--- config.mk ---
export PLATFORM = sky130hd
export DESIGN_NAME = nbody_bus_slave
export DESIGN_NICKNAME = d
export VERILOG_FILES = /design/src/rtl/nbody_bus_slave.sv
export SDC_FILE = /design/constraint.sdc
export NUM_CORES = 1
export LEC_CHECK = 0
export CORE_ASPECT_RATIO = 1.5
export CORE_MARGIN = 5
export CORE_UTILIZATION = 40
export CTS_CLUSTER_SIZE = 12
export DETAILED_ROUTE_END_ITERATION = 6
export GPL_ROUTABILITY_DRIVEN = 0
export PLACE_DENSITY = 0.78
export SETUP_SLACK_MARGIN = 0.1
export SLEW_MARGIN = 25
export SYNTH_ARGS = -nofsm -noshare
export SYNTH_HDL_FRONTEND = slang
export SYNTH_SLANG_ARGS = --single-unit
--- constraint.sdc ---
create_clock -name clk -period 2.15 [get_ports clk]
set_clock_uncertainty 0.05 [all_clocks]
set_input_delay 0.3225 -clock clk [delete_from_list [all_inputs] [get_ports clk]]
set_output_delay 0.3225 -clock clk [all_outputs]
set_load 0.005 [all_outputs]
--- src/rtl/nbody_bus_slave.sv ---
// rtl/nbody_bus_slave.sv - bus-side register/memory responder for the nbody accelerator
//
// Ports:
//   clk, rst         clock; asynchronous active-low reset
//   chipselect, read, write, addr, writedata, readdata
//                    host bus; sel = addr[15:9], idx = addr[8:0]; readdata has 2-cycle latency
//   mem_we, mem_field, mem_idx, mem_wdata
//                    one-cycle 64-bit body-memory write to the core
//   n_bodies, gap, start, read_mode
//                    core control registers and run pulse
//   core_done        level from core: run finished
//   res_addr, res_sel, res_rdata
//                    result read port; res_rdata valid one cycle after res_addr/res_sel
module nbody_bus_slave #(
  parameter int ADDR_WIDTH      = 16,
  parameter int BODY_ADDR_WIDTH = 9,
  parameter int DATA_WIDTH      = 64
) (
  input  logic                       clk,
  input  logic                       rst,
  input  logic                       chipselect,
  input  logic                       read,
  input  logic                       write,
  input  logic [ADDR_WIDTH-1:0]      addr,
  input  logic [DATA_WIDTH-1:0]      writedata,
  output logic [DATA_WIDTH-1:0]      readdata,
  output logic                       mem_we,
  output logic [2:0]                 mem_field,
  output logic [BODY_ADDR_WIDTH-1:0] mem_idx,
  output logic [63:0]                mem_wdata,
  output logic [9:0]                 n_bodies,
  output logic [31:0]                gap,
  output logic                       start,
  output logic                       read_mode,
  input  logic                       core_done,
  output logic [BODY_ADDR_WIDTH-1:0] res_addr,
  output logic                       res_sel,
  input  logic [63:0]                res_rdata
);

  localparam int SEL_W = ADDR_WIDTH - BODY_ADDR_WIDTH;

  typedef enum logic [1:0] {IDLE, RUN, DONE} state_t;
  typedef enum logic [1:0] {RD_REG, RD_LO, RD_HI} rd_kind_t;

  state_t                     state;
  logic                       err;
  logic                       go_level;

  logic                       stage_valid;
  logic [31:0]                stage_data;
  logic [2:0]                 stage_field;
  logic [BODY_ADDR_WIDTH-1:0] stage_idx;

  logic                       rd_v;
  rd_kind_t                   rd_kind;
  logic [DATA_WIDTH-1:0]      rd_reg;

  logic [SEL_W-1:0]           sel;
  logic [BODY_ADDR_WIDTH-1:0] idx;
  logic                       wr_acc;
  logic                       rd_acc;

  logic                       body_hit;
  logic                       body_hi;
  logic [2:0]                 body_field;

  rd_kind_t                   rd_kind_c;
  logic [DATA_WIDTH-1:0]      rd_reg_c;

  logic                       unused_bits;

  assign sel    = addr[ADDR_WIDTH-1:BODY_ADDR_WIDTH];
  assign idx    = addr[BODY_ADDR_WIDTH-1:0];
  assign wr_acc = chipselect & write;
  // A write in the same cycle wins; the read is dropped.
  assign rd_acc = chipselect & read & ~write;

  assign res_addr    = idx;
  assign res_sel     = (sel == SEL_W'(7'h43)) || (sel == SEL_W'(7'h44));
  assign unused_bits = ^writedata[DATA_WIDTH-1:32];

  // Body-memory half-word decode: odd sel is the upper half.
  always_comb begin
    body_hit   = 1'b1;
    body_field = 3'd0;
    body_hi    = sel[0];
    case (sel)
      SEL_W'(7'h04), SEL_W'(7'h05): body_field = 3'd0;
      SEL_W'(7'h06), SEL_W'(7'h07): body_field = 3'd1;
      SEL_W'(7'h08), SEL_W'(7'h09): body_field = 3'd2;
      SEL_W'(7'h10), SEL_W'(7'h11): body_field = 3'd3;
      SEL_W'(7'h12), SEL_W'(7'h13): body_field = 3'd4;
      default:                      body_hit   = 1'b0;
    endcase
  end

  // Read decode; register values are captured in the accept cycle,
  // result halves are picked from res_rdata one cycle later.
  always_comb begin
    rd_kind_c = RD_REG;
    rd_reg_c  = '0;
    case (sel)
      SEL_W'(7'h00): rd_reg_c = DATA_WIDTH'(go_level);
      SEL_W'(7'h01): rd_reg_c = DATA_WIDTH'(read_mode);
      SEL_W'(7'h02): rd_reg_c = DATA_WIDTH'(n_bodies);
      SEL_W'(7'h03): rd_reg_c = DATA_WIDTH'(gap);
      SEL_W'(7'h40): rd_reg_c = DATA_WIDTH'({err, state == RUN, state == DONE});
      SEL_W'(7'h41), SEL_W'(7'h43): rd_kind_c = RD_LO;
      SEL_W'(7'h42), SEL_W'(7'h44): rd_kind_c = RD_HI;
      default: rd_reg_c = '0;
    endcase
  end

  always_ff @(posedge clk or negedge rst) begin
    if (!rst) begin
      state       <= IDLE;
      err         <= 1'b0;
      go_level    <= 1'b0;
      stage_valid <= 1'b0;
      stage_data  <= '0;
      stage_field <= '0;
      stage_idx   <= '0;
      mem_we      <= 1'b0;
      mem_field   <= '0;
      mem_idx     <= '0;
      mem_wdata   <= '0;
      n_bodies    <= '0;
      gap         <= '0;
      start       <= 1'b0;
      read_mode   <= 1'b0;
    end else begin
      mem_we <= 1'b0;
      start  <= 1'b0;

      if (state == RUN && core_done) state <= DONE;

      if (wr_acc) begin
        case (sel)
          SEL_W'(7'h00): begin
            go_level <= writedata[0];
            if (state == IDLE && writedata[0]) begin
              if (n_bodies != '0) begin
                state <= RUN;
                start <= 1'b1;
              end else begin
                err <= 1'b1;
              end
            end else if (state == DONE && !writedata[0]) begin
              state <= IDLE;
            end
          end
          SEL_W'(7'h01): read_mode <= writedata[0];
          SEL_W'(7'h02): begin
            if (state == RUN) err <= 1'b1;
            else              n_bodies <= writedata[9:0];
          end
          SEL_W'(7'h03): begin
            if (state == RUN) err <= 1'b1;
            else              gap <= writedata[31:0];
          end
          SEL_W'(7'h40): err <= 1'b0;
          default: begin
            if (body_hit) begin
              if (state == RUN) begin
                err <= 1'b1;
              end else if (!body_hi) begin
                stage_valid <= 1'b1;
                stage_data  <= writedata[31:0];
                stage_field <= body_field;
                stage_idx   <= idx;
              end else begin
                stage_valid <= 1'b0;
                if (stage_valid && stage_field == body_field && stage_idx == idx) begin
                  mem_we    <= 1'b1;
                  mem_field <= body_field;
                  mem_idx   <= idx;
                  mem_wdata <= {writedata[31:0], stage_data};
                end else begin
                  err <= 1'b1;
                end
              end
            end
          end
        endcase
      end
    end
  end

  // Two-stage read pipeline: accept -> result sample -> readdata.
  always_ff @(posedge clk or negedge rst) begin
    if (!rst) begin
      rd_v     <= 1'b0;
      rd_kind  <= RD_REG;
      rd_reg   <= '0;
      readdata <= '0;
    end else begin
      rd_v <= rd_acc;
      if (rd_acc) begin
        rd_kind <= rd_kind_c;
        rd_reg  <= rd_reg_c;
      end
      if (rd_v) begin
        case (rd_kind)
          RD_LO:   readdata <= DATA_WIDTH'(res_rdata[31:0]);
          RD_HI:   readdata <= DATA_WIDTH'(res_rdata[63:32]);
          default: readdata <= rd_reg;
        endcase
      end
    end
  end

endmodule

==> out/metrics.csv, run 1 <==
stage,metric,value,unit
worst_setup_path,crit_path_end_kind,flip-flop,
synthesis,syn_area,10500,um2
power_and_ir_drop,p_leak,7.27,nW
final_layout,largest_register_ffs,64,
die,initial_core_util,0.407,
synthesis,synth.top_cell.area_share,0.564,
worst_setup_path,critPathLaunchType,flip-flop,
final_layout,final_cell_mix,"clkdlybuf4s50_1, dfrtp_1, mux2_2",
status,violations,negative setup slack,
final_layout,instances_no_fill,1516,
die,die_width,142,um
power_and_ir_drop,p_per_area,633,nW/um2
sta,post-route-period-util,1.15,
grt,grt_pass1_vias,8542,
place,place_area,14000,um2
sta,fmax,406,MHz
drt,vias,7852,
drt,wl_per_cell,21.9,um
synthesis,postSynthCellCount,828,
place,place_inst,1450,
status,status,"complete, but fails checks",
clock_network,cts_inserted_buffers,24,
grt,grt_usage,0.216,
flow_run,max-cap-violations,0,
die,die_height,209,um
synthesis,synthArstFlopShare,1.00,
worst_setup_path,rr_startpoint,stage_field[1],
synthesis,yosys-top-cells-area,"dfrtp_1, mux2_2, mux2_4",
synthesis,synth_cell_types,52,
drt,vias_per_cell,5.18,
drt,first_pass_iters,4,
sta,tightest_slew,0.586,ns
clock_network,htreeDepth,1,
hold_path,min_path_cells,3,
worst_setup_path,cp_max_fo,6,
worst_setup_path,cpPeakStageDelay,0.50,ns
sta,slew_headroom,0.607,
clock_network,cts_tree,done,
worst_setup_path,critical_path_arrival,2.80,ns
hold_path,min_to,rd_kind[0],
synthesis,yosysWarningCount,0,
worst_setup_path,rrSetupSlack,-0.31,ns
hold_path,worstHoldPathType,input pin to flip-flop,
final_layout,antenna_cells,0,
synthesis,yosys_most_used_dff,dfrtp_1,
drt,drc,0,
sta,fin_hold_ws,0.217,ns
final_layout,final_common_cell,clkdlybuf4s50_1,
sta,rsz0062_at_grt,yes,
grt,grt_pass1_wl,49900,um
final_layout,nNetsFinal,1328,
drt,ant_nets,0,
clock_network,clk_pin_slew_worst_paths,0.06,ns
synthesis,synth-seq-cells,237,
sta,setup_viol,99,
grt,grt_max_degree,53,
worst_setup_path,cpMaxStageDelayCell,or4_4,
clock_network,insertion_delay,0.51,ns
synthesis,avgSynthCellArea,12.7,um2
synthesis,synth_edf_count,0,
worst_setup_path,required,2.49,ns
clock_network,cts_num_sinks,237,
worst_setup_path,setup.worst_path.class,flip-flop to flip-flop,
sta,maxSlewViolCount,0,
clock_network,cts_root_buf,clkbuf_16,
drt,wirelength,33200,um
final_layout,top_register,mem_wdata,
synthesis,synth-seq-area-share,0.564,
sta,postLayoutSetupSlackWorst,-0.315,ns
power_and_ir_drop,ir_worst_vdd,0.541,mV
final_layout,drive_above_1_share,0.296,
sta,finalCriticalPeriod,2.46,ns
die,die-area,29700,um2
worst_setup_path,reg2regPathDepth,8,
die,coreArea,25900,um2
place,dp_hpwl,22200,um
grt,antenna_found_initial,0,
clock_network,clk_path_buf_depth,3,
grt,grt-ovfl-total,0,
worst_setup_path,r2r_end,mem_wdata[12],
hold_path,hp-start,addr[11],
die,ios,345,
synthesis,synth_top_cell_by_area,dfrtp_1,
worst_setup_path,crit_chain,"inv_2, or4_4, a2111oi_4, nand4_1, buf_4, buf_12, buf_16, mux2_4",
die,core.rowCount,72,
final_layout,final_area,15500,um2
final_layout,area_growth_syn_to_layout,47.9,%
sta,hold_viol,0,
place,portBuffers,280,
drt,drtIter0Drc,336,
[metrics by stage]
step	power [W]	setup TNS, ns	utilization	setup WS [ns]
2_1_floorplan	0.00531	-23.69	-	-0.377
3_3_place_gp	0.00592	-112.18	0.543	-0.913
3_5_place_dp	0.00596	-120.37	0.543	-0.975
4_1_cts	0.00991	-11.62	0.598	-0.206
5_1_grt	0.0102	-22.06	0.601	-0.358
6_report	0.00985	-18.77	0.601	-0.315
[cells by family after synthesis]
family	after synthesis	share of synthesized area
AOI/OAI and AO/OA	107	0.0670
xor gates and xnor gates	12	0.0100
adders and majority gates	2	0.00238
buffers and inverters	96	0.0530
DFF	237	0.564
muxes	198	0.226
other	1	0.000357
and+or+nand+nor	175	0.0771
[layout make-up]
class	count	area (um2)
clock buffer	30	654
fill	2056	10300
clock inverter	3	40.0
timing repair buffer	380	4130
tap	333	417
multi-input combinational	526	4350
sequential	237	5930
inverter	7	26.3
[per-layer routing]
metal	GRT usage	share of wire
met5	0	0
met4	0.102	0.052
met3	0.0356	0.055
met2	0.394	0.53
met1	0.242	0.36
[worst max path at each step]
| stage | start | to | slack (ns) | cells past startpoint |
|---|---|---|---|---|
| 5_1_grt | stage_field[1] | mem_idx[8] | -0.36 | 8 |
| 4_1_cts | stage_field[1] | mem_field[2] | -0.21 | 8 |
| 2_1_floorplan | addr[11] | mem_field[0] | -0.38 | 7 |
| 3_5_place_dp | addr[11] | mem_wdata[46] | -0.97 | 7 |
| 3_3_place_gp | addr[11] | mem_wdata[51] | -0.91 | 7 |
| 6_report | stage_field[1] | mem_wdata[12] | -0.31 | 8 |
[what timing repair did]
item | in CTS | in global routing
buffers inserted | 15 | 8
hold buffers | 1 | 0
endpoints found under the setup margin | 132 | 109
pin swaps | 7 | 1
hold endpoints to repair | 40 | 0
gates resized for setup | 78 | 23
cloned | 13 | 0
[cells in the mapped netlist, types with 2 or more instances]
| cell | n |
|---|---|
| nor3b_1 | 3 |
| mux2i_1 | 2 |
| o21ai_0 | 46 |
| ha_1 | 2 |
| nor4_1 | 4 |
| clkbuf_1 | 28 |
| mux2_4 | 40 |
| nand3_1 | 27 |
| a221oi_1 | 3 |
| nor2b_1 | 6 |
| a211oi_1 | 2 |
| o31ai_1 | 3 |
| mux2_2 | 156 |
| buf_2 | 4 |
| buf_1 | 11 |
| a22oi_1 | 39 |
| and2_1 | 2 |
| xnor2_1 | 11 |
| and3_1 | 3 |
| nand2_1 | 99 |
| inv_1 | 6 |
| nor2_1 | 10 |
| buf_6 | 5 |
| a21oi_1 | 2 |
| buf_4 | 41 |
| nor3_1 | 6 |
| dfrtp_1 | 237 |
| nand4_1 | 6 |
[worst max-delay path: cells and delay by family (launching register included)]
kind / cells / cell delay (ns)
flops: 1 / 0.36
compound gates: 1 / 0.34
mux: 1 / 0.30
simple gates: 2 / 0.74
buf+inv: 4 / 0.56
[where the power goes]
group	internal [W]	total (W)	switching, W	leakage [nW]
Combinational	0.000687	0.00115	0.000466	3.67
Sequential	0.00468	0.00483	0.000151	3.25
Clock	0.00223	0.00386	0.00164	0.342
No activity file was read; power rests on OpenSTA's default activity.
==> run 2, diff against run 1 <==
- PLACE_DENSITY: 0.78 -> 0.77
==> out/metrics.csv, run 2 (synthesis results as in run 1) <==
stage,metric,value,unit,change
sta,postLayoutSetupSlackWorst,-0.216,ns,was -0.315 ns
sta,hold_viol,0,,unchanged
flow_run,max-cap-violations,0,,unchanged
status,status,"complete, but fails checks",,unchanged
die,die_height,209,um,unchanged
drt,first_pass_iters,5,,was 4
drt,vias,7845,,was 7852
status,violations,negative setup slack,,unchanged
drt,ant_nets,0,,unchanged
die,die_width,142,um,unchanged
grt,grt_max_degree,65,,was 53
die,coreArea,25900,um2,unchanged
worst_setup_path,cpMostUsedCell,buf_12,,
final_layout,top_register,mem_wdata,,unchanged
sta,finalCriticalPeriod,2.37,ns,was 2.46 ns
clock_network,clk_path_buf_depth,3,,unchanged
worst_setup_path,r2r_end,mem_wdata[50],,was mem_wdata[12]
sta,rsz0062_at_grt,yes,,unchanged
place,dp_hpwl,22000,um,was 22200 um
sta,setup_tns,-14.16,ns,was -18.77 ns
worst_setup_path,worstSetupStartpoint,stage_field[1],,unchanged
worst_setup_path,rrSetupSlack,-0.22,ns,was -0.31 ns
final_layout,final_util,0.597,,was 0.601
sta,slew_headroom,0.631,,was 0.607
worst_setup_path,required,2.49,ns,about the same
final_layout,antenna_cells,0,,unchanged
final_layout,instances_no_fill,1514,,was 1516
die,initial_core_util,0.407,,unchanged
worst_setup_path,cp_max_fo,9,,was 6
final_layout,final_common_cell,clkdlybuf4s50_1,,unchanged
power_and_ir_drop,p_leak,7.20,nW,was 7.27 nW
hold_path,worstHoldPathType,input pin to async pin,,was input pin to flip-flop
worst_setup_path,reg2regPathDepth,8,,unchanged
worst_setup_path,cpPeakStageDelay,0.50,ns,about the same
worst_setup_path,crit_chain,"inv_2, or4_4, a2111oi_4, nand4_1, buf_6, buf_12, buf_12, mux2_4",,"was inv_2, or4_4, a2111oi_4, nand4_1, buf_4, buf_12, buf_16, mux2_4"
worst_setup_path,setup.worst_path.class,flip-flop to flip-flop,,unchanged
drt,drtIter0Drc,361,,was 336
grt,grt-ovfl-total,0,,unchanged
place,portBuffers,280,,unchanged
die,core.rowCount,72,,unchanged
place,place_inst,1451,,was 1450
worst_setup_path,cp-endpoint,mem_wdata[50],,was mem_wdata[12]
drt,drc,0,,unchanged
drt,wl_per_cell,21.9,um,about the same
drt,wirelength,33100,um,was 33200 um
sta,fin_hold_ws,0.310,ns,was 0.217 ns
worst_setup_path,critical_path_arrival,2.70,ns,was 2.80 ns
worst_setup_path,cp_top_family,simple AND/OR/NAND/NOR gates,,unchanged
sta,fmax,423,MHz,was 406 MHz
worst_setup_path,path_depth,8,,unchanged
die,die-area,29700,um2,unchanged
worst_setup_path,crit_path_end_kind,flip-flop,,unchanged
final_layout,largest_register_ffs,64,,unchanged
clock_network,htreeDepth,1,,unchanged
worst_setup_path,cpMaxStageDelayCell,or4_4,,unchanged
clock_network,cts_inserted_buffers,24,,unchanged
grt,antenna_found_initial,1,,was 0
die,ios,345,,unchanged
power_and_ir_drop,p_per_area,631,nW/um2,was 633 nW/um2
power_and_ir_drop,ir_worst_vdd,0.604,mV,was 0.541 mV
final_layout,final_cell_mix,"clkdlybuf4s50_1, dfrtp_1, mux2_2",,unchanged
worst_setup_path,rr_startpoint,stage_field[1],,unchanged
final_layout,drive_above_1_share,0.296,,about the same
clock_network,cts_tree,done,,unchanged
grt,grt_pass1_wl,50500,um,was 49900 um
sta,tightest_slew,0.554,ns,was 0.586 ns
sta,maxSlewViolCount,0,,unchanged
sta,post-route-period-util,1.10,,was 1.15
clock_network,clk_pin_slew_worst_paths,0.06,ns,about the same
grt,grt_pass1_vias,8513,,was 8542
place,place_ws,-1.04,ns,was -0.975 ns
clock_network,insertion_delay,0.51,ns,about the same
grt,grt_usage,0.218,,was 0.216
drt,vias_per_cell,5.18,,about the same
worst_setup_path,worst-path-buf-inv,4,,unchanged
final_layout,nNetsFinal,1326,,was 1328
final_layout,area_growth_syn_to_layout,46.9,%,was 47.9%
clock_network,cts_root_buf,clkbuf_16,,unchanged
worst_setup_path,critPathLaunchType,flip-flop,,unchanged
sta,setup_viol,76,,was 99
clock_network,cts_num_sinks,237,,unchanged
[run 2: layout make-up]
type | instances | area (um2)
Clock inverter | 2 | 10.0
Multi-Input combinational cell | 526 | 4260
Sequential cell | 237 | 5930
Inverter | 7 | 26.3
Tap cell | 333 | 417
Clock buffer | 31 | 678
Timing Repair Buffer | 378 | 4120
Fill cell | 2044 | 10400
[run 2: worst min path at each step]
stage / cells after the start / end / slack [ns]
2_1_floorplan: 0 / err / -0.02
3_3_place_gp: 1 / mem_idx[4] / 0.27
3_5_place_dp: 1 / mem_idx[0] / 0.28
4_1_cts: 3 / rd_kind[0] / 0.28
5_1_grt: 3 / rd_kind[0] / 0.32
6_report: 2 / mem_idx[2] / 0.31
[run 2: worst reg2reg max path, cell delays in order, from the launching register on]
cell and delay, ns:
dfrtp_1 0.37, inv_2 0.05, or4_4 0.50, a2111oi_4 0.30, nand4_1 0.16, buf_6 0.18
buf_12 0.17, buf_12 0.17, mux2_4 0.30
[run 2: what timing repair did]
action / 4_1_cts / 5_1_grt
setup buffers: 11 / 1
endpoints found under the hold margin: 56 / 0
pin swaps: 7 / 2
hold buffers: 1 / 0
setup endpoints to repair: 133 / 122
gates resized for setup: 55 / 11
gates cloned: 16 / 2
[run 2: metrics by stage]
stage          instance area, um2  power, W
6_report                    15400   0.00974
5_1_grt                     15400    0.0101
4_1_cts                     15300   0.00985
3_5_place_dp                14000   0.00597
3_3_place_gp                14000   0.00592
2_1_floorplan               10700   0.00531
[run 2: power breakdown]
part | internal, W | total [W] | switching, W
logic | 0.000628 | 0.00109 | 0.000465
clock network | 0.00218 | 0.00383 | 0.00165
registers | 0.00468 | 0.00482 | 0.000142
total | 0.00748 | 0.00974 | 0.00226
[run 2: routing by layer]
metal  track usage  wire length (um)  vias up
li1              -                 -     3553
met1         0.250             12400     3955
met2         0.406             17900      280
met3        0.0409              1920       55
met4        0.0649               959        2
met5             0                13        -
==> run 3, diff against run 2 <==
- CORE_ASPECT_RATIO: 1.5 -> 1.2
==> out/metrics.csv, run 3 (synthesis results as in run 1) <==
stage,metric,value,unit,change
die,coreArea,26100,um2,was 25900 um2
worst_setup_path,crit_path_end_kind,flip-flop,,unchanged
grt,grt_pass1_vias,8257,,was 8513
drt,wl_per_cell,20.7,um,was 21.9 um
grt,grt_pass1_wl,47400,um,was 50500 um
clock_network,htreeDepth,1,,unchanged
sta,slew_headroom,0.539,,was 0.631
die,ios,345,,unchanged
clock_network,cts_num_sinks,237,,unchanged
worst_setup_path,critical_path_arrival,2.73,ns,was 2.70 ns
sta,finalCriticalPeriod,2.39,ns,was 2.37 ns
die,core.rowCount,65,,was 72
status,status,"complete, but fails checks",,unchanged
sta,fmax,419,MHz,was 423 MHz
power_and_ir_drop,p_leak,7.20,nW,about the same
sta,setup_viol,76,,unchanged
drt,drtIter0Drc,365,,was 361
drt,vias,7743,,was 7845
worst_setup_path,critPathLaunchType,input pin,,was flip-flop
grt,grt_max_degree,70,,was 65
sta,tightest_slew,0.691,ns,was 0.554 ns
power_and_ir_drop,p_total,0.0102,W,was 0.00974 W
die,die_height,188,um,was 209 um
final_layout,final_cell_mix,"clkdlybuf4s50_1, dfrtp_1, mux2_2",,unchanged
worst_setup_path,cpMostUsedCell,buf_12,,unchanged
place,place_ws,-0.952,ns,was -1.04 ns
worst_setup_path,required,2.49,ns,about the same
grt,antenna_found_initial,0,,was 1
die,die_width,158,um,was 142 um
worst_setup_path,cpMaxStageDelayCell,or4_4,,unchanged
final_layout,final_common_cell,clkdlybuf4s50_1,,unchanged
clock_network,cts_root_buf,clkbuf_16,,unchanged
final_layout,final_util,0.589,,was 0.597
place,dp_hpwl,21700,um,was 22000 um
final_layout,largest_register_ffs,64,,unchanged
clock_network,cts_tree,done,,unchanged
worst_setup_path,cpPeakStageDelay,0.54,ns,was 0.50 ns
final_layout,nNetsFinal,1328,,was 1326
die,initial_core_util,0.403,,was 0.407
place,place_inst,1455,,was 1451
sta,hold_viol,0,,unchanged
sta,maxSlewViolCount,0,,unchanged
clock_network,clk_pin_slew_worst_paths,0.06,ns,about the same
clock_network,cts_inserted_buffers,26,,was 24
drt,vias_per_cell,5.08,,was 5.18
sta,post-route-period-util,1.11,,was 1.10
final_layout,instances_no_fill,1525,,was 1514
final_layout,area_growth_syn_to_layout,46.2,%,was 46.9%
drt,ant_nets,0,,unchanged
power_and_ir_drop,ir_worst_vdd,0.483,mV,was 0.604 mV
place,portBuffers,280,,unchanged
sta,rsz0062_at_grt,yes,,unchanged
final_layout,antenna_cells,0,,unchanged
clock_network,insertion_delay,0.52,ns,was 0.51 ns
drt,first_pass_iters,4,,was 5
sta,setup_tns,-16.22,ns,was -14.16 ns
worst_setup_path,crit_chain,"clkdlybuf4s15_1, or3_4, or4_4, a2111oi_4, nand4_1, buf_12, buf_12, buf_16, mux2_4",,"was inv_2, or4_4, a2111oi_4, nand4_1, buf_6, buf_12, buf_12, mux2_4"
status,violations,negative setup slack,,unchanged
worst_setup_path,cp_max_fo,10,,was 9
grt,grt-ovfl-total,0,,unchanged
sta,postLayoutSetupSlackWorst,-0.238,ns,was -0.216 ns
worst_setup_path,setup.worst_path.class,input pin to flip-flop,,was flip-flop to flip-flop
final_layout,top_register,mem_wdata,,unchanged
grt,grt_usage,0.203,,was 0.218
die,die-area,29600,um2,was 29700 um2
hold_path,worstHoldPathType,input pin to async pin,,unchanged
final_layout,drive_above_1_share,0.297,,was 0.296
drt,wirelength,31500,um,was 33100 um
flow_run,max-cap-violations,0,,unchanged
power_and_ir_drop,p_per_area,663,nW/um2,was 631 nW/um2
clock_network,clk_path_buf_depth,3,,unchanged
drt,drc,0,,unchanged
run 3: cell types whose count changed in the layout (fill, tap and decap cells not counted), moves of 3 or more:
| cell | delta |
|---|---|
| clkbuf_16 | +3 |
| buf_4 | +10 |
| buf_16 | -8 |
| buf_12 | -4 |
run 3: routing by layer:
layer,vias to the layer above,routed length (um),global-route usage
met3,61,1820,0.0302
li1,3562,-,-
met5,-,0,0
met1,3866,12800,0.257
met4,0,1150,0.0725
met2,254,15800,0.351
run 3: worst paths after layout:
path | startpoint | end | slack (ns) | cells past startpoint
min in group clk | addr[11] | rd_kind[0] | 0.31 | 3
min | rst | stage_idx[7] | 0.28 | 2
max | addr[15] | mem_idx[2] | -0.24 | 9
max in group asynchronous | rst | mem_wdata[59] | 1.07 | 3
min reg2reg | rd_reg[23] | rd_reg[23] | 0.42 | 2
max reg2reg | stage_field[1] | mem_idx[2] | -0.22 | 8
run 3: critical path: cells and delay by family:
kind	cells	cell delay [ns]
muxes	1	0.29
AOI/OAI and AO/OA	1	0.31
buffers and inverters	4	0.66
and+or+nand+nor	3	1.12
run 3: power breakdown:
group          switching (W)  total (W)  internal [W]
sequential          0.000146    0.00482       0.00468
combinational       0.000457    0.00106      0.000605
clock                0.00174    0.00429       0.00255
total                0.00234     0.0102       0.00784
run 3: per-stage QoR:
stage / hold WS (ns) / cell area (um2)
2_1_floorplan: -0.0231 / 10700
3_3_place_gp: 0.218 / 14000
3_5_place_dp: 0.222 / 14000
4_1_cts: 0.269 / 15200
5_1_grt: 0.314 / 15400
6_report: 0.276 / 15400
run 3: area by class of cell:
class	instances	area (um2)
repair buffers	378	3950
clock inverters	7	65.1
clock buffers	35	756
well taps	335	419
fillers	2090	10700
multi-input cells	526	4220
flip-flops and latches	237	5930
inverters	7	26.3
run 3: timing repair:
| item | in CTS | in global routing |
|---|---|---|
| hold buffers | 1 | 0 |
| buffers inserted | 8 | 6 |
| gates cloned | 9 | 6 |
| endpoints found under the hold margin | 48 | 0 |
| endpoints found under the setup margin | 130 | 120 |
| gates resized for setup | 36 | 15 |
| pin swaps | 4 | 3 |
